$ cat config.mk
export PLATFORM = sky130hd
export DESIGN_NAME = mod_lif_neuron_flat
export DESIGN_NICKNAME = d
export VERILOG_FILES = /design/src/rtl/mod_lif_neuron_if.sv /design/src/rtl/mod_lif_neuron.sv /design/src/flat_wrapper.sv
export SDC_FILE = /design/constraint.sdc
export NUM_CORES = 1
export LEC_CHECK = 0
export ABC_AREA = 1
export BUFFER_PORTS_ARGS = -buffer_cell sky130_fd_sc_hd__buf_4
export CORE_MARGIN = 2
export CORE_UTILIZATION = 45
export CTS_CLUSTER_DIAMETER = 100
export DETAILED_ROUTE_END_ITERATION = 16
export MAX_ROUTING_LAYER = met4
export PLACE_DENSITY = 0.72
export SLEW_MARGIN = 20
export SYNTH_ARGS = -nofsm -noshare
export SYNTH_HDL_FRONTEND = slang
export SYNTH_SLANG_ARGS = --single-unit
$ cat constraint.sdc
create_clock -name clk -period 3.2 [get_ports clk]
set_clock_uncertainty 0.05 [all_clocks]
set_input_delay 0.16 -clock clk [delete_from_list [all_inputs] [get_ports clk]]
set_output_delay 0.16 -clock clk [all_outputs]
set_load 0.05 [all_outputs]
$ cat src/rtl/mod_lif_neuron_if.sv
`default_nettype none
// ============================================================================
//  Module   : mod_lif_neuron_if
//  Purpose  : Bundles the synaptic input and the spike/latch-framing outputs
//             of the leaky integrate-and-fire neuron.
//  Signals  : inValid    - weight present this cycle (to neuron)
//             inWeight   - signed synaptic weight, IN_W bits (to neuron)
//             spikeOut   - spike level, drives downstream latch data
//             critOut    - latch enable window, drives downstream latch crit
//             potential  - registered signed membrane potential, ACC_W bits
//             refractory - high while the neuron is refractory
//  Modports : master (weight source / latch side), slave (neuron)
//  Revision : 1.0 - initial release
// ============================================================================
interface mod_lif_neuron_if #(
    parameter int IN_W  = 8,
    parameter int ACC_W = 12
);
    logic                    inValid;
    logic signed [IN_W-1:0]  inWeight;
    logic                    spikeOut;
    logic                    critOut;
    logic signed [ACC_W-1:0] potential;
    logic                    refractory;

    modport master (
        output inValid, inWeight,
        input  spikeOut, critOut, potential, refractory
    );

    modport slave (
        input  inValid, inWeight,
        output spikeOut, critOut, potential, refractory
    );
endinterface
`default_nettype wire

$ cat src/rtl/mod_lif_neuron.sv
`default_nettype none
// ============================================================================
//  Module   : mod_lif_neuron
//  Purpose  : Leaky integrate-and-fire neuron feeding a downstream D-latch.
//             Integrates signed weights into a saturating, non-negative
//             membrane potential; on reaching THRESH it raises spikeOut for
//             FIRE_CYCLES+1 cycles with critOut high for the first
//             FIRE_CYCLES of them, then goes refractory for REFRACT cycles.
//  Ports    : clk  - system clock, rising edge
//             rstN - asynchronous active-low reset
//             nrn  - mod_lif_neuron_if.slave (inValid, inWeight, spikeOut,
//                    critOut, potential, refractory)
//  Options  : LIF_LEAK_EN - when defined, a free-running leak counter
//             subtracts potential>>>LEAK_SHIFT every LEAK_PERIOD cycles;
//             when undefined the neuron is a pure integrator.
//  Revision : 1.0 - initial release
// ============================================================================
module mod_lif_neuron #(
    parameter int IN_W        = 8,
    parameter int ACC_W       = 12,
    parameter int THRESH      = 1000,
    parameter int LEAK_PERIOD = 8,
    parameter int LEAK_SHIFT  = 4,
    parameter int FIRE_CYCLES = 2,
    parameter int REFRACT     = 16
) (
    input  wire logic           clk,
    input  wire logic           rstN,
    mod_lif_neuron_if.slave     nrn
);

    // One shared counter serves both the FIRE and REFRACT phases.
    localparam int c_CNT_MAX = (FIRE_CYCLES + 1 > REFRACT - 1) ? FIRE_CYCLES + 1 : REFRACT - 1;
    localparam int c_CNT_W   = $clog2(c_CNT_MAX + 1);

    localparam logic [ACC_W-1:0]   c_P_MAX     = ACC_W'((2 ** (ACC_W - 1)) - 1);
    localparam logic [ACC_W-1:0]   c_THRESH    = ACC_W'(THRESH);
    localparam logic [c_CNT_W-1:0] c_FIRE_LAST = c_CNT_W'(FIRE_CYCLES + 1);
    localparam logic [c_CNT_W-1:0] c_FIRE_CRIT = c_CNT_W'(FIRE_CYCLES);
    localparam logic [c_CNT_W-1:0] c_REF_LAST  = c_CNT_W'(REFRACT - 1);

    generate
        if (LEAK_PERIOD < 1 || FIRE_CYCLES < 1 || REFRACT < 1 || THRESH < 1 ||
            THRESH >= 2 ** (ACC_W - 1) || IN_W >= ACC_W) begin : g_paramCheck
            $error("mod_lif_neuron: illegal parameter set");
        end
    endgenerate

    typedef enum logic [1:0] {
        INTEGRATE = 2'd0,
        FIRE      = 2'd1,
        REFRACT_S = 2'd2
    } state_t;

    state_t               r_state,      w_stateNext;
    logic [c_CNT_W-1:0]   r_cnt,        w_cntNext;
    logic [ACC_W-1:0]     r_potential,  w_potNext;
    logic                 r_spike,      w_spikeNext;
    logic                 r_crit,       w_critNext;
    logic                 r_refractory, w_refrNext;
    logic                 w_leakTick;

    // ------------------------------------------------------------------
    // Leak timebase
    // ------------------------------------------------------------------
`ifdef LIF_LEAK_EN
    localparam int               c_LEAK_W    = (LEAK_PERIOD > 1) ? $clog2(LEAK_PERIOD) : 1;
    localparam logic [c_LEAK_W-1:0] c_LEAK_LAST = c_LEAK_W'(LEAK_PERIOD - 1);

    logic [c_LEAK_W-1:0] r_leakCnt;

    always_ff @(posedge clk or negedge rstN) begin
        if (!rstN) begin
            r_leakCnt <= '0;
        end else if (r_leakCnt == c_LEAK_LAST) begin
            r_leakCnt <= '0;
        end else begin
            r_leakCnt <= r_leakCnt + 1'b1;
        end
    end

    assign w_leakTick = (r_leakCnt == c_LEAK_LAST);
`else
    assign w_leakTick = 1'b0;
`endif

    // ------------------------------------------------------------------
    // Integration datapath at ACC_W+1 bits so one weight can neither wrap
    // past the positive limit nor hide a negative result.
    // ------------------------------------------------------------------
    logic signed [ACC_W:0] w_pExt;
    logic signed [ACC_W:0] w_wExt;
    logic signed [ACC_W:0] w_p1;
    logic signed [ACC_W:0] w_p2;
    logic [ACC_W-1:0]      w_sat;

    // Potential is never negative, so the extension bit is always zero.
    assign w_pExt = {1'b0, r_potential};
    assign w_wExt = {{(ACC_W + 1 - IN_W){nrn.inWeight[IN_W-1]}}, nrn.inWeight};
    assign w_p1   = w_leakTick ? (w_pExt - (w_pExt >>> LEAK_SHIFT)) : w_pExt;
    assign w_p2   = nrn.inValid ? (w_p1 + w_wExt) : w_p1;

    // Bit ACC_W flags a negative sum; bit ACC_W-1 of a non-negative sum
    // flags overflow above the largest positive potential.
    assign w_sat = w_p2[ACC_W]   ? '0      :
                   w_p2[ACC_W-1] ? c_P_MAX : w_p2[ACC_W-1:0];

    // ------------------------------------------------------------------
    // State and output registers
    // ------------------------------------------------------------------
    always_ff @(posedge clk or negedge rstN) begin
        if (!rstN) begin
            r_state      <= INTEGRATE;
            r_cnt        <= '0;
            r_potential  <= '0;
            r_spike      <= 1'b0;
            r_crit       <= 1'b0;
            r_refractory <= 1'b0;
        end else begin
            r_state      <= w_stateNext;
            r_cnt        <= w_cntNext;
            r_potential  <= w_potNext;
            r_spike      <= w_spikeNext;
            r_crit       <= w_critNext;
            r_refractory <= w_refrNext;
        end
    end

    // ------------------------------------------------------------------
    // Next-state and next-output logic
    // ------------------------------------------------------------------
    always_comb begin
        w_stateNext = r_state;
        w_cntNext   = r_cnt;
        w_potNext   = r_potential;
        w_spikeNext = 1'b0;
        w_critNext  = 1'b0;
        w_refrNext  = 1'b0;

        case (r_state)
            INTEGRATE: begin
                w_potNext = w_sat;
                if (w_sat >= c_THRESH) begin
                    w_stateNext = FIRE;
                    w_cntNext   = '0;
                end
            end

            // Counts 0..FIRE_CYCLES drive the spike; critOut drops one
            // cycle early so the latch closes while its data is still 1.
            FIRE: begin
                if (r_cnt == c_FIRE_LAST) begin
                    w_potNext   = '0;
                    w_stateNext = REFRACT_S;
                    w_refrNext  = 1'b1;
                    w_cntNext   = '0;
                end else begin
                    w_spikeNext = 1'b1;
                    w_critNext  = (r_cnt < c_FIRE_CRIT);
                    w_cntNext   = r_cnt + 1'b1;
                end
            end

            REFRACT_S: begin
                w_potNext = '0;
                if (r_cnt == c_REF_LAST) begin
                    w_stateNext = INTEGRATE;
                    w_cntNext   = '0;
                end else begin
                    w_refrNext = 1'b1;
                    w_cntNext  = r_cnt + 1'b1;
                end
            end

            default: begin
                w_stateNext = INTEGRATE;
                w_cntNext   = '0;
                w_potNext   = '0;
            end
        endcase
    end

    assign nrn.spikeOut   = r_spike;
    assign nrn.critOut    = r_crit;
    assign nrn.potential  = r_potential;
    assign nrn.refractory = r_refractory;

endmodule
`default_nettype wire

$ cat src/flat_wrapper.sv
// flat-port wrapper written by rule: the top's interface ports become plain ports
module mod_lif_neuron_flat 
#(
    parameter int IN_W        = 8,
    parameter int ACC_W       = 12,
    parameter int THRESH      = 1000,
    parameter int LEAK_PERIOD = 8,
    parameter int LEAK_SHIFT  = 4,
    parameter int FIRE_CYCLES = 2,
    parameter int REFRACT     = 16
)
  (clk, rstN, nrn_inValid, nrn_inWeight, nrn_spikeOut, nrn_critOut, nrn_potential, nrn_refractory);
  mod_lif_neuron_if #(.IN_W(IN_W), .ACC_W(ACC_W)) nrn_i ();
  input  wire logic clk;
  input  wire logic rstN;
  input wire logic [$bits(nrn_i.inValid)-1:0] nrn_inValid;
  input wire logic [$bits(nrn_i.inWeight)-1:0] nrn_inWeight;
  output wire logic [$bits(nrn_i.spikeOut)-1:0] nrn_spikeOut;
  output wire logic [$bits(nrn_i.critOut)-1:0] nrn_critOut;
  output wire logic [$bits(nrn_i.potential)-1:0] nrn_potential;
  output wire logic [$bits(nrn_i.refractory)-1:0] nrn_refractory;
  assign nrn_i.inValid = nrn_inValid;
  assign nrn_i.inWeight = nrn_inWeight;
  assign nrn_spikeOut = nrn_i.spikeOut;
  assign nrn_critOut = nrn_i.critOut;
  assign nrn_potential = nrn_i.potential;
  assign nrn_refractory = nrn_i.refractory;
  mod_lif_neuron #(.IN_W(IN_W), .ACC_W(ACC_W), .THRESH(THRESH), .LEAK_PERIOD(LEAK_PERIOD), .LEAK_SHIFT(LEAK_SHIFT), .FIRE_CYCLES(FIRE_CYCLES), .REFRACT(REFRACT)) u_core (.clk(clk), .rstN(rstN), .nrn(nrn_i));
endmodule
==> impl.org, run 1 <==
** STA
- Dividing the final minimum period by the clock period gives approximately four fifths.
- Setup violations remaining at the end of the flow were counted as 0.
- Slew @ Worst Pin :: 0.5562 ns
- Fin. max-slew vios :: 0
- Post-layout min period :: 2.600 ns
- Headroom to the max-slew limit came out at 62.79%.
- The count of endpoints failing hold in the final timing report came to 0.
- Timing would allow up to 384.6 MHz.
- The tightest hold path in the finished design has a slack of 0.2628 ns.
- Setup repair after global routing left no endpoint under its margin.
- Setup TNS :: 0 ns

** Setup path
- Of all nets on the critical path, the largest fanout is 10.
- The critical path is of the reg -> reg type.
- Crit Reg-Reg Endpoint :: u_core.r_state[0]$_DFFE_PN0P_
- The number of cells on the worst reg-to-reg path is 18.
- In this run the register-to-register setup slack is 0.60 ns.
- STA classifies the critical path startpoint as a flop.
- Data on the critical path arrives at its endpoint at about 2.7 ns.
- Setup crit end kind :: flop
- Required time at the worst-slack endpoint :: between 3 and 4 ns
- Reg-to-reg startpoint :: u_core.nrn.potential[0]$_DFFE_PN0N_

** GRT
- Number of global-route vias before repair :: 1652
- Global routing consumed, over all layers together, 21.05% of the routing resources.
- Wire length of the first global-routing pass :: around 7.4 mm
- Number of antenna violations at the first check in global routing :: 0
- Summed over all layers, the global routing overflow is 0.
- Entering global routing, the biggest net connects 21 pins.

** Yosys
- The synthesized netlist devotes 37.67% of its cell area to simple gates.
- The synthesized netlist occupies a cell area of about 1900 sq um.
- By area the synthesized netlist is led by dfrtp_1 (27%), nand2_1 (17%), ha_1 (11%), inv_1 (9.8%), nand3_1 (8.0%).
- Summing the areas of all compound-gate instances in the mapped netlist gives 11.83% of the synthesized area.
- For this run, the number of Yosys warnings is 0.
- Post-synthesis adder-cell area fraction :: 11.69%
- Synthesis handed over a netlist of 284 instances.
- Of the post-synthesis cell area, the part taken by muxes is 0%.
- Synth unique cells :: 37
- Summing the areas of all xor and xnor instances in the mapped netlist gives 0.4651% of the synthesized area.
- Flip-flop and latch count after synthesis :: 20
- Area share of the leading cell type in the synthesized netlist :: 26.58%
- dfrtp_1 takes more of the synthesized area than any other cell.
- Sequential elements use 26.58% of the synthesized area.
- Combinational family with the most area after synthesis :: simple AND/OR/NAND/NOR gates
- Mean instance size in the synthesized netlist :: 6.630 sq um
- The number of nets in the synthesized netlist is between 300 and 400.

** Clock network
- After clock tree synthesis, the flow added hold-fix buffers numbering 1.
- Clock slew at reported path FFs :: roughly 0.080 ns
- Total clock sinks :: 20
- Clock root buffer :: clkbuf_8
- Setup repair bufs after CTS :: 0
- The number of gates resized after CTS was 0.
- Buffers inserted during clock tree synthesis total 3.
- Number of H-tree levels :: 1
- In this run the deepest clock path goes through 2 buffers.
- TritonCTS built the clock tree.
- The clock reaches the later pin of the worst-skew pair after 0.26 ns.

** Die
- 26 I/O pins were placed.
- In this run the core area contains 23 standard-cell rows.
- From bottom edge to top edge, the die measures 68.69 microns.
- Total die area :: 4718 sq um
- Initial Util :: 47.08%
- Die X-Extent :: 68.69 microns
- Core Box Area :: 4000 sq um

** Final layout
- Of the cells placed in the final design, the portion with a size suffix greater than 1 is roughly 16%.
- Highest-count cells in the layout ignoring fill and taps :: nand2_1 (85), inv_1 (49), nand3_1 (30)
- Fill cells in the final layout number 410.
- At the end of the flow, the number of nets in the layout was about 340.
- Leading cell type in the layout, fill and taps excluded :: nand2_1
- From synthesis to final layout, the design area changed by 15.15%.
- Antenna diode instance count :: 0

** Placed design
- Half-perimeter wire length of the detailed placement result :: 3.502 mm
- Routability-driven placement finished with a final weighted congestion of 0.8897.
- Total of buffers placed on input and output ports :: 24

** Power
- For this design the static power due to leakage is 1.196 nW.
- The share of total power dissipated in sequential elements is 22.6%.
- For this design the ratio of total power to cell area is just over 800 nW/um^2.
- Switching part of the total power :: a little over half
- Overall power consumption after layout is estimated at around 1.8 mW.
- VDD sags by at most ~450 uV.
- In this run the power spent charging and discharging nets is around 0.95 mW.
- The internal power of the cells totals 0.8203 mW.
- Fraction of power consumed by the clock network :: 10.8%
- Of the total power, combinational logic draws 66.6%.

** Routing
- The first detailed-routing pass ran for 4 iterations.
- Summed over all layers, the routed wires come to 4.444 mm.
- Number of DRC markers after the initial detailed-route iteration :: 108
- Vias after detailed routing :: 1841
- The detail route stage leaves a number of antenna-violating nets equal to 0.
- Average routed wire per standard cell :: 12.34 microns
- For this run, design rule violations remaining after detail routing come to 0.
- Using the TritonRoute via totals, the vias-per-cell ratio works out to 5.114.

** Outcome
- Status :: completed

** Hold path
- Hold WC Path Type :: in -> async

** Flow run
- Max-Cap Viols :: 0
## layout make-up
| cell class | instances | area (sq um) | area share (%) |
|---|---|---|---|
| multi-input combinational | 209 | 1165 | 53.72 |
| sequential | 20 | 500.5 | 23.08 |
| inverter | 52 | 195.2 | 9.002 |
| timing repair buffer | 25 | 190.2 | 8.771 |
| tap | 50 | 62.56 | 2.885 |
| clock buffer | 4 | 55.05 | 2.539 |
## worst max-delay path, cell delays in order, from the launching register on
cell and delay [ns]:
dfrtp_1 0.37, ha_1 0.25, inv_1 0.07, fa_1 0.35, inv_1 0.10, nand2_1 0.07, nand2_1 0.11, nand3_2 0.10
nand2_2 0.10, nand2_2 0.05, nand2_1 0.07, nand2_2 0.06, nand3_4 0.12, o21a_1 0.19, nand3_2 0.11, nand2_4 0.13
nand2_2 0.06, nand2_1 0.06, nand2_1 0.04
## flip-flops by register name (all words and copies together), names as in the netlist
register               cells
u_core.nrn.critOut         1
u_core.nrn.potential      11
u_core.nrn.refractory      1
u_core.nrn.spikeOut        1
u_core.r_cnt               4
u_core.r_state             2
## synth_stat cells
cell,number
nand2_1,85
nand3_2,4
buf_4,1
o21ai_2,1
and2_1,1
or2_2,1
nand2_4,2
nand3_1,30
o21ai_0,9
a21o_1,1
a21oi_1,9
nor3_2,1
xnor2_1,1
o211ai_1,3
buf_6,1
inv_1,49
nand2_2,5
inv_2,2
nand4_1,2
nor2_2,2
o21bai_1,3
a221oi_1,1
o22ai_1,2
or2_1,1
o21a_1,1
conb_1,1
fa_1,1
clkinv_1,1
a32o_1,1
dfrtp_1,20
a21oi_2,2
o21ai_1,3
ha_1,16
nor3_1,3
nor2_1,16
clkbuf_1,1
nand3_4,1
## per-layer routing
layer	GRT usage (%)	up-vias	share of wire, %
met5	-	-	0
met4	5.392	0	0.74
met3	1.623	4	2.5
met2	35.94	23	49
met1	27.06	857	47
li1	-	957	-
## cells by family after synthesis
group                      count (synthesis)
AOI/OAI and AO/OA                         36
xor gates and xnor gates                   1
adders and majority gates                 17
buffers and inverters                     55
DFF                                       20
other                                      1
and+or+nand+nor                          154
## how the worst max path moves through the flow
stage	startpoint	to	slack (ns)	depth (start not counted)
6_report	u_core.nrn.potential[0]$_DFFE_PN0N_	u_core.r_state[0]$_DFFE_PN0P_	0.60	18
5_1_grt	u_core.nrn.potential[0]$_DFFE_PN0N_	u_core.r_state[1]$_DFFE_PN0P_	0.37	18
4_1_cts	u_core.nrn.potential[0]$_DFFE_PN0N_	u_core.r_state[0]$_DFFE_PN0P_	0.59	18
3_5_place_dp	u_core.nrn.potential[0]$_DFFE_PN0N_	u_core.r_state[0]$_DFFE_PN0P_	0.61	18
3_3_place_gp	u_core.nrn.potential[0]$_DFFE_PN0N_	u_core.r_state[0]$_DFFE_PN0P_	0.65	19
2_1_floorplan	u_core.nrn.potential[0]$_DFFE_PN0N_	u_core.r_state[0]$_DFFE_PN0P_	0.56	18
## through the flow
| stage | instances | setup WS (ns) | instance area (sq um) | utilization [%] |
|---|---|---|---|---|
| floorplan | 284 | 0.5594 | 1883 | - |
| global placement | 355 | 0.6480 | 2103 | 52.58 |
| detailed placement | 355 | 0.6061 | 2103 | 52.58 |
| CTS | 360 | 0.5933 | 2168 | 54.21 |
| global route | 360 | 0.3669 | 2168 | 54.21 |
| finish | 360 | 0.6001 | 2168 | 54.21 |
## power groups by stage
stage	clock (mW)	combinational (mW)	sequential, mW
after floorplan	0	0.693	0.590
after global placement	0	1.15	0.402
after detailed placement	0	1.17	0.403
after CTS	0.199	1.18	0.399
after global routing	0.209	1.31	0.409
final	0.192	1.18	0.399
(Power assumes the default switching activity.)
==> run 2: changes to the inputs <==
--- a/config.mk
+++ b/config.mk
@@ -12,7 +12,7 @@
 export CTS_CLUSTER_DIAMETER = 100
 export DETAILED_ROUTE_END_ITERATION = 16
 export MAX_ROUTING_LAYER = met4
-export PLACE_DENSITY = 0.72
+export PLACE_DENSITY = 0.74
 export SLEW_MARGIN = 20
 export SYNTH_ARGS = -nofsm -noshare
 export SYNTH_HDL_FRONTEND = slang
==> constraint.sdc (replaced) <==
create_clock -name clk -period 2.1 [get_ports clk]
set_clock_uncertainty 0.05 [all_clocks]
set_input_delay 0.105 -clock clk [delete_from_list [all_inputs] [get_ports clk]]
set_output_delay 0.105 -clock clk [all_outputs]
set_load 0.05 [all_outputs]
==> impl.org, run 2 (synthesized netlist as in run 1, its figures left out) <==
** Outcome
- Status: finished with violations (was completed).
- The checks that failed: negative setup slack.

** STA
- Tightest hold margin :: 0.2070 ns (was 0.2628 ns)
- Fin. max-slew vios :: 0 (unchanged)
- RSZ-0062 raised after global routing: yes (was no).
- Slew @ Worst Pin :: 0.5739 ns (was 0.5562 ns)
- The number of failing setup endpoints in the final timing report was 12 (was 0).
- Setup TNS :: -1.782 ns (was 0 ns)
- The fmax is 429.0 MHz (was 384.6 MHz).
- The final worst-path cycle share is 111.0% (was 81.25%).
- The count of endpoints failing hold in the final timing report is 0 (unchanged).
- Post-layout min period :: 2.331 ns (was 2.600 ns)
- The post-route worst setup slack is -0.2309 ns (was 0.6001 ns).
- Relative slew slack :: 61.60% (was 62.79%)

** Final layout
- The number of non-filler instances in the completed layout came to 403 (was 360).
- Leading cell type in the layout, fill and taps excluded :: nand2_1 (unchanged)
- Highest-count cells in the layout ignoring fill and taps :: nand2_1 (77), buf_4 (65), inv_1 (46) (was nand2_1 (85), inv_1 (49), nand3_1 (30))
- The utilization after layout came to 67.09% (was 54.21%).
- The flip-flop count of the largest register after layout is 11 (unchanged).
- The filler cell count in the final layout came to 351 (was 410).
- The fraction of layout cells with a size suffix above 1 was 35.13% (was 15.81%).
- The area growth from synthesis to final layout is 42.52% (was 15.15%).
- The layout net count was 382 (was 339).
- The area occupied by registers came to 506.7 sq um (was 500.5 sq um).
- The number of diodes is 0 (unchanged).
- Multi-input gate area in the final layout :: 1365 sq um (was 1165 sq um)

** Power
- Net switching power of the design :: 1.648 mW (was 0.9484 mW)
- The relative contribution of sequential cells to total power was 18.8% (was 22.6%).
- Total power per unit cell area :: 1218 nW/um^2 (was 815.7 nW/um^2)
- The combinational power share is 73.1% (was 66.6%).
- Switching part of the total power :: 50.39% (was 53.62%)
- Fraction of power consumed by the clock network :: 8.1% (was 10.8%)
- The design internal power came to 1.622 mW (was 0.8203 mW).
- The static leakage power is 1.400 nW (was 1.196 nW).
- The peak supply drop is 761.2 uV (was 450.4 uV).

** Clock network
- The total number of H-tree levels came to 1 (unchanged).
- Clock root buffer :: clkbuf_8 (unchanged)
- The clock tree from TritonCTS is yes (unchanged).
- The latest clock arrival within the worst-skew pair came to 0.26 ns (about the same).
- The number of buffers created by CTS is 3 (unchanged).
- Clock slew at reported path FFs :: 0.08 ns (about the same)
- Total clock sinks :: 20 (unchanged)
- Maximum root-to-sink buffer count :: 2 (unchanged)

** Routing
- The number of antenna-violating nets in the routed design came to 0 (unchanged).
- The aggregate routed wire length was 5.144 mm (was 4.444 mm).
- Average routed wire per standard cell :: 12.76 microns (was 12.34 microns)
- The number of DRC markers in iteration 0 came to 156 (was 108).
- The post-detailed-route DRC marker count was 0 (unchanged).
- Vias after detailed routing :: 2017 (was 1841)
- Avg Vias per Cell :: 5.005 (was 5.114)
- DRT Pass-1 Iters :: 4 (unchanged)

** Setup path
- Critical setup path kind :: reg -> reg (unchanged)
- Data arrival time of the critical path :: 2.45 ns (was 2.70 ns)
- The cell depth of the worst flop-to-flop path was 13 (was 18).
- Reg-to-reg startpoint :: u_core.nrn.potential[7]$_DFFE_PN0N_ (was u_core.nrn.potential[0]$_DFFE_PN0N_)
- The largest fanout on the critical path came to 8 (was 10).
- The critical path endpoint category is a flop (unchanged).
- The critical path startpoint category was a flop (unchanged).
- The worst setup slack for register-to-register paths is -0.23 ns (was 0.60 ns).
- The worst flop-to-flop path endpoint is u_core.r_state[0]$_DFFE_PN0P_ (unchanged).
- Required time at the worst-slack endpoint :: 2.22 ns (was 3.30 ns)

** Die
- The die extent in x is 68.69 microns (unchanged).
- The die footprint is 4718 sq um (unchanged).
- The total I/O pin count came to 26 (unchanged).
- The number of standard-cell rows in the floorplan was 23 (unchanged).
- Initial Util :: 47.08% (unchanged)
- The core outline area is 4000 sq um (unchanged).
- The die height came to 68.69 microns (unchanged).

** GRT
- The via count of the first global-routing pass is 1946 (was 1652).
- Final global-route overflow total :: 0 (unchanged)
- Pin count of the biggest net entering global routing :: 21 (unchanged)
- The wire length of the first global-routing pass came to 8.183 mm (was 7.355 mm).
- Number of antenna violations at the first check in global routing :: 0 (unchanged)
- Global-route total usage across every layer :: 23.80% (was 21.05%)

** Placed design
- The routability congestion estimate was 0.9895 (was 0.8897).
- The number of port buffers is 24 (unchanged).
- DP Worst Slack :: -0.2421 ns (was 0.6061 ns)
- Number of placed cells counting well taps :: 393 (was 355)
- The half-perimeter wire length after placement came to 3.885 mm (was 3.502 mm).

** Hold path
- Hold WC Path Type :: in -> async (unchanged)

** Flow run
- Max-Cap Viols :: 0 (unchanged)
run 2: changes by cell type in the layout (fill, tap and decap cells not counted), sizes merged:
cell | previous run | this run
buf | 24 | 66
nand2 | 92 | 93
run 2: final cells by class:
type / instances / area share [%]
timing repair buffer: 67 / 18.97
sequential: 20 / 18.88
tap: 50 / 2.331
inverter: 52 / 7.273
multi-input combinational: 210 / 50.86
clock buffer: 4 / 1.678
run 2: layer usage:
metal	routed length, microns	part of all wire [%]	GRT usage [%]	vias to the layer above
met5	0	0	-	-
met1	2352	46	28.14	941
li1	-	-	-	1039
met3	83	1.6	2.922	7
met2	2645	51	42.67	30
met4	62	1.2	6.373	0
run 2: what timing repair did:
item / CTS / global route
endpoints found under the hold margin: 20 / 0
pin swaps: 14 / 5
gates cloned: 1 / 0
hold buffers: 1 / 0
resized for setup: 14 / 17
setup buffers: 4 / 2
endpoints found under the setup margin: 11 / 17
run 2: worst max-delay path by stage:
stage | start | end | slack, ns
final | u_core.nrn.potential[7]$_DFFE_PN0N_ | u_core.r_state[0]$_DFFE_PN0P_ | -0.23
after global routing | u_core.nrn.potential[1]$_DFFE_PN0N_ | u_core.r_state[1]$_DFFE_PN0P_ | -0.41
after CTS | u_core.nrn.potential[0]$_DFFE_PN0N_ | u_core.r_state[1]$_DFFE_PN0P_ | -0.19
after detailed placement | u_core.nrn.potential[6]$_DFFE_PN0N_ | u_core.r_state[1]$_DFFE_PN0P_ | -0.24
after global placement | u_core.nrn.potential[7]$_DFFE_PN0N_ | u_core.r_state[1]$_DFFE_PN0P_ | -0.20
after floorplan | u_core.nrn.potential[0]$_DFFE_PN0N_ | u_core.r_state[0]$_DFFE_PN0P_ | -0.29
run 2: critical path: stages, from the launching register on:
cell	delay, ns
dfrtp_2	0.44
ha_4	0.30
nand2_2	0.06
nor3_2	0.21
nand3_1	0.15
nand3_1	0.10
nand2_1	0.08
nand3_4	0.14
buf_4	0.14
nand3_4	0.09
a21oi_4	0.22
nand2_2	0.12
nand3_1	0.08
nand2_1	0.05
run 2: through the flow:
stage | power [mW] | area (sq um)
floorplan | 1.980 | 1909
global placement | 2.698 | 2415
detailed placement | 2.738 | 2415
CTS | 3.169 | 2618
global route | 3.550 | 2684
finish | 3.270 | 2684
run 2: power by group through the flow:
stage	Sequential (mW)	Combinational [mW]	Clock (mW)
after global routing	0.628	2.64	0.287
final	0.613	2.39	0.266
after detailed placement	0.599	2.14	0
after CTS	0.610	2.29	0.270
after floorplan	0.910	1.07	0
after global placement	0.596	2.10	0
==> run 3: changes to the inputs <==
--- a/config.mk
+++ b/config.mk
@@ -8,11 +8,11 @@
 export ABC_AREA = 1
 export BUFFER_PORTS_ARGS = -buffer_cell sky130_fd_sc_hd__buf_4
 export CORE_MARGIN = 2
-export CORE_UTILIZATION = 45
+export CORE_UTILIZATION = 52
 export CTS_CLUSTER_DIAMETER = 100
 export DETAILED_ROUTE_END_ITERATION = 16
 export MAX_ROUTING_LAYER = met4
-export PLACE_DENSITY = 0.74
+export PLACE_DENSITY = 0.76
 export SLEW_MARGIN = 20
 export SYNTH_ARGS = -nofsm -noshare
 export SYNTH_HDL_FRONTEND = slang
==> impl.org, run 3 (synthesized netlist as in run 1, its figures left out) <==
** Outcome
- Status :: finished with violations (unchanged)
- Violations in the final reports: negative setup slack (unchanged).

** Placed design
- The post-detailed-placement cell area is 2440 sq um (was 2415 sq um).
- Half-perimeter wire length of the detailed placement result :: 3.942 mm (was 3.885 mm)
- Total of buffers placed on input and output ports :: 24 (unchanged)
- The routability congestion estimate came to 0.9233 (was 0.9895).
- Number of placed cells counting well taps :: 393 (unchanged)

** GRT
- Wire length of the first global-routing pass :: 8.804 mm (was 8.183 mm)
- The number of antenna violations at the first check in global routing came to 0 (unchanged).
- The total global-route track usage came to 27.99% (was 23.80%).
- Final global-route overflow total :: 0 (unchanged)
- The largest net degree at the start of global routing came to 21 (unchanged).
- The via count of the first global-routing pass came to 2008 (was 1946).

** Flow run
- The count of max-cap constraint violations came to 0 (unchanged).

** Setup path
- Startpoint type of the worst setup path :: flop (unchanged)
- Largest fanout on the critical path :: 6 (was 8)
- Logic depth of the worst register-to-register path :: 18 (was 13)
- The critical path data arrival time is 2.52 ns (was 2.45 ns).
- Crit Reg-Reg Endpoint :: u_core.r_state[1]$_DFFE_PN0P_ (was u_core.r_state[0]$_DFFE_PN0P_)
- The worst setup slack for register-to-register paths was -0.25 ns (was -0.23 ns).
- Required time at the worst-slack endpoint :: 2.27 ns (was 2.22 ns)
- Setup crit end kind :: flop (unchanged)
- Reg-to-reg startpoint :: u_core.nrn.potential[0]$_DFFE_PN0N_ (was u_core.nrn.potential[7]$_DFFE_PN0N_)
- The critical path start-end classification was reg -> reg (unchanged).

** Final layout
- Highest-count cells in the layout ignoring fill and taps :: nand2_1 (77), buf_4 (70), inv_1 (46) (was nand2_1 (77), buf_4 (65), inv_1 (46))
- Sequential cell area :: 506.7 sq um (unchanged)
- The layout net count is 387 (was 382).
- Antenna diode instance count :: 0 (unchanged)
- Multi-input gate area in the final layout :: 1384 sq um (was 1365 sq um)
- The flip-flop count of the largest register after layout came to 11 (unchanged).
- The number of non-filler instances in the completed layout is 404 (was 403).
- Proportion of layout cells with a drive suffix above 1 :: 36.59% (was 35.13%)
- The area growth from synthesis to final layout is 44.78% (was 42.52%).
- Leading cell type in the layout, fill and taps excluded :: nand2_1 (unchanged)
- Number of filler instances in the final layout :: 264 (was 351)
- Final design instance area without fill :: 2726 sq um (was 2684 sq um)

** Power
- Combinational group share of total power :: 74.3% (was 73.1%)
- The design internal power came to 1.636 mW (was 1.622 mW).
- The power density over the cells was 1221 nW/um^2 (was 1218 nW/um^2).
- Fraction of power consumed by the clock network :: 7.1% (was 8.1%)
- The relative contribution of sequential cells to total power came to 18.6% (was 18.8%).
- Net switching power of the design :: 1.694 mW (was 1.648 mW)
- The static leakage power came to 1.417 nW (was 1.400 nW).
- The peak supply drop is 733.3 uV (was 761.2 uV).
- Switching part of the total power :: 50.87% (was 50.39%)

** Clock network
- The number of clock sinks seen by CTS was 20 (unchanged).
- Clock slew at reported path FFs :: 0.12 ns (was 0.08 ns)
- Number of buffers created by CTS :: 3 (unchanged)
- The library cell used as clock root buffer is clkbuf_4 (was clkbuf_8).
- Clock tree from TritonCTS :: yes (unchanged)
- Worst-skew pair later-pin latency :: 0.31 ns (was 0.26 ns)
- Number of H-tree levels :: 1 (unchanged)
- The maximum root-to-sink buffer count is 2 (unchanged).

** Die
- The initial core utilization was 55.13% (was 47.08%).
- The core outline area was 3416 sq um (was 4000 sq um).
- The die extent in x was 64.18 microns (was 68.69 microns).
- The number of standard-cell rows in the floorplan was 21 (was 23).
- Overall die height :: 64.18 microns (was 68.69 microns)
- Total die area :: 4118 sq um (was 4718 sq um)
- The total I/O pin count came to 26 (unchanged).

** STA
- The fmax came to 425.7 MHz (was 429.0 MHz).
- The count of endpoints failing hold in the final timing report is 0 (unchanged).
- The remaining max-slew budget at the tightest pin was 66.52% (was 61.60%).
- The final critical delay including setup and external delays came to 2.349 ns (was 2.331 ns).
- The number of max-slew violations in the final report came to 0 (unchanged).
- The post-route worst setup slack was -0.2490 ns (was -0.2309 ns).
- RSZ-0062 raised after global routing: yes (unchanged).
- The post-route worst hold slack is 0.1389 ns (was 0.2070 ns).
- Slew @ Worst Pin :: 0.5003 ns (was 0.5739 ns)
- The number of failing setup endpoints in the final timing report was 16 (was 12).
- Fraction of the cycle the final worst path needs :: 111.9% (was 111.0%)

** Hold path
- Hold WC Path Type :: in -> async (unchanged)

** Routing
- The post-detailed-route DRC marker count was 0 (unchanged).
- Average routed wire per standard cell :: 13.60 microns (was 12.76 microns)
- The total via count in the routed design came to 2131 (was 2017).
- The first-pass detailed-route iteration total is 5 (was 4).
- The number of antenna-violating nets in the routed design is 0 (unchanged).
- The detail-routed via count per cell came to 5.275 (was 5.005).
- Number of DRC markers after the initial detailed-route iteration :: 150 (was 156)
- The aggregate routed wire length is 5.495 mm (was 5.144 mm).
[run 3: layout make-up]
class / count / share of cell area, %
sequential: 20 / 18.59
tap: 46 / 2.111
clock buffer: 4 / 1.331
timing repair buffer: 72 / 20.06
inverter: 52 / 7.159
multi-input combinational: 210 / 50.76
[run 3: worst max-delay path, cell delays in order, from the launching register on]
cell,delay (ns)
dfrtp_2,0.40
ha_4,0.13
inv_2,0.03
fa_2,0.34
inv_2,0.09
nand2_2,0.07
nand2_2,0.09
nand3_2,0.09
nand2_2,0.11
nand2_2,0.06
nand2_2,0.06
nand2_2,0.06
nand3_4,0.09
o21a_1,0.21
nand3_4,0.11
nand2_4,0.11
nand2_2,0.05
nand2_1,0.05
nand2_1,0.04
[run 3: worst max path at each step]
stage	depth (start not counted)	endpoint	slack, ns	startpoint
3_5_place_dp	15	u_core.r_state[1]$_DFFE_PN0P_	-0.29	u_core.nrn.potential[2]$_DFFE_PN0N_
3_3_place_gp	15	u_core.r_state[1]$_DFFE_PN0P_	-0.22	u_core.nrn.potential[2]$_DFFE_PN0N_
4_1_cts	18	u_core.r_state[0]$_DFFE_PN0P_	-0.19	u_core.nrn.potential[0]$_DFFE_PN0N_
2_1_floorplan	18	u_core.r_state[0]$_DFFE_PN0P_	-0.29	u_core.nrn.potential[0]$_DFFE_PN0N_
6_report	18	u_core.r_state[1]$_DFFE_PN0P_	-0.25	u_core.nrn.potential[0]$_DFFE_PN0N_
5_1_grt	18	u_core.r_state[1]$_DFFE_PN0P_	-0.48	u_core.nrn.potential[0]$_DFFE_PN0N_
[run 3: through the flow]
stage               util [%]  worst slack (ns)  power, mW  TNS [ns]
floorplan                  -           -0.2883      1.980    -1.807
global placement       71.43           -0.2159      2.753    -1.225
finish                 79.82           -0.2490      3.330    -2.498
detailed placement     71.43           -0.2863      2.798    -1.645
CTS                    76.74           -0.1888      3.185    -1.568
global route           79.82           -0.4802      3.582    -5.501
[run 3: power by group through the flow]
stage               registers, mW  clock network, mW  logic [mW]
floorplan                   0.910                  0        1.07
finish                      0.618              0.237        2.47
global placement            0.593                  0        2.16
global route                0.632              0.251        2.70
CTS                         0.611              0.236        2.34
detailed placement          0.598                  0        2.20
[run 3: metal layers]
metal	vias to the layer above	wire length, microns	global-route usage (%)
met5	-	0	-
met4	0	123	9.043
met3	14	237	1.761
met2	66	2819	49.35
met1	991	2315	34.22
li1	1060	-	-
[run 3: repair_timing]
item | in CTS | in global routing
hold buffers | 1 | 0
buffers inserted | 3 | 2
endpoints found under the setup margin | 14 | 17
gates resized for setup | 14 | 17
pin swaps | 11 | 11
cloned | 1 | 0
endpoints found under the hold margin | 20 | 0
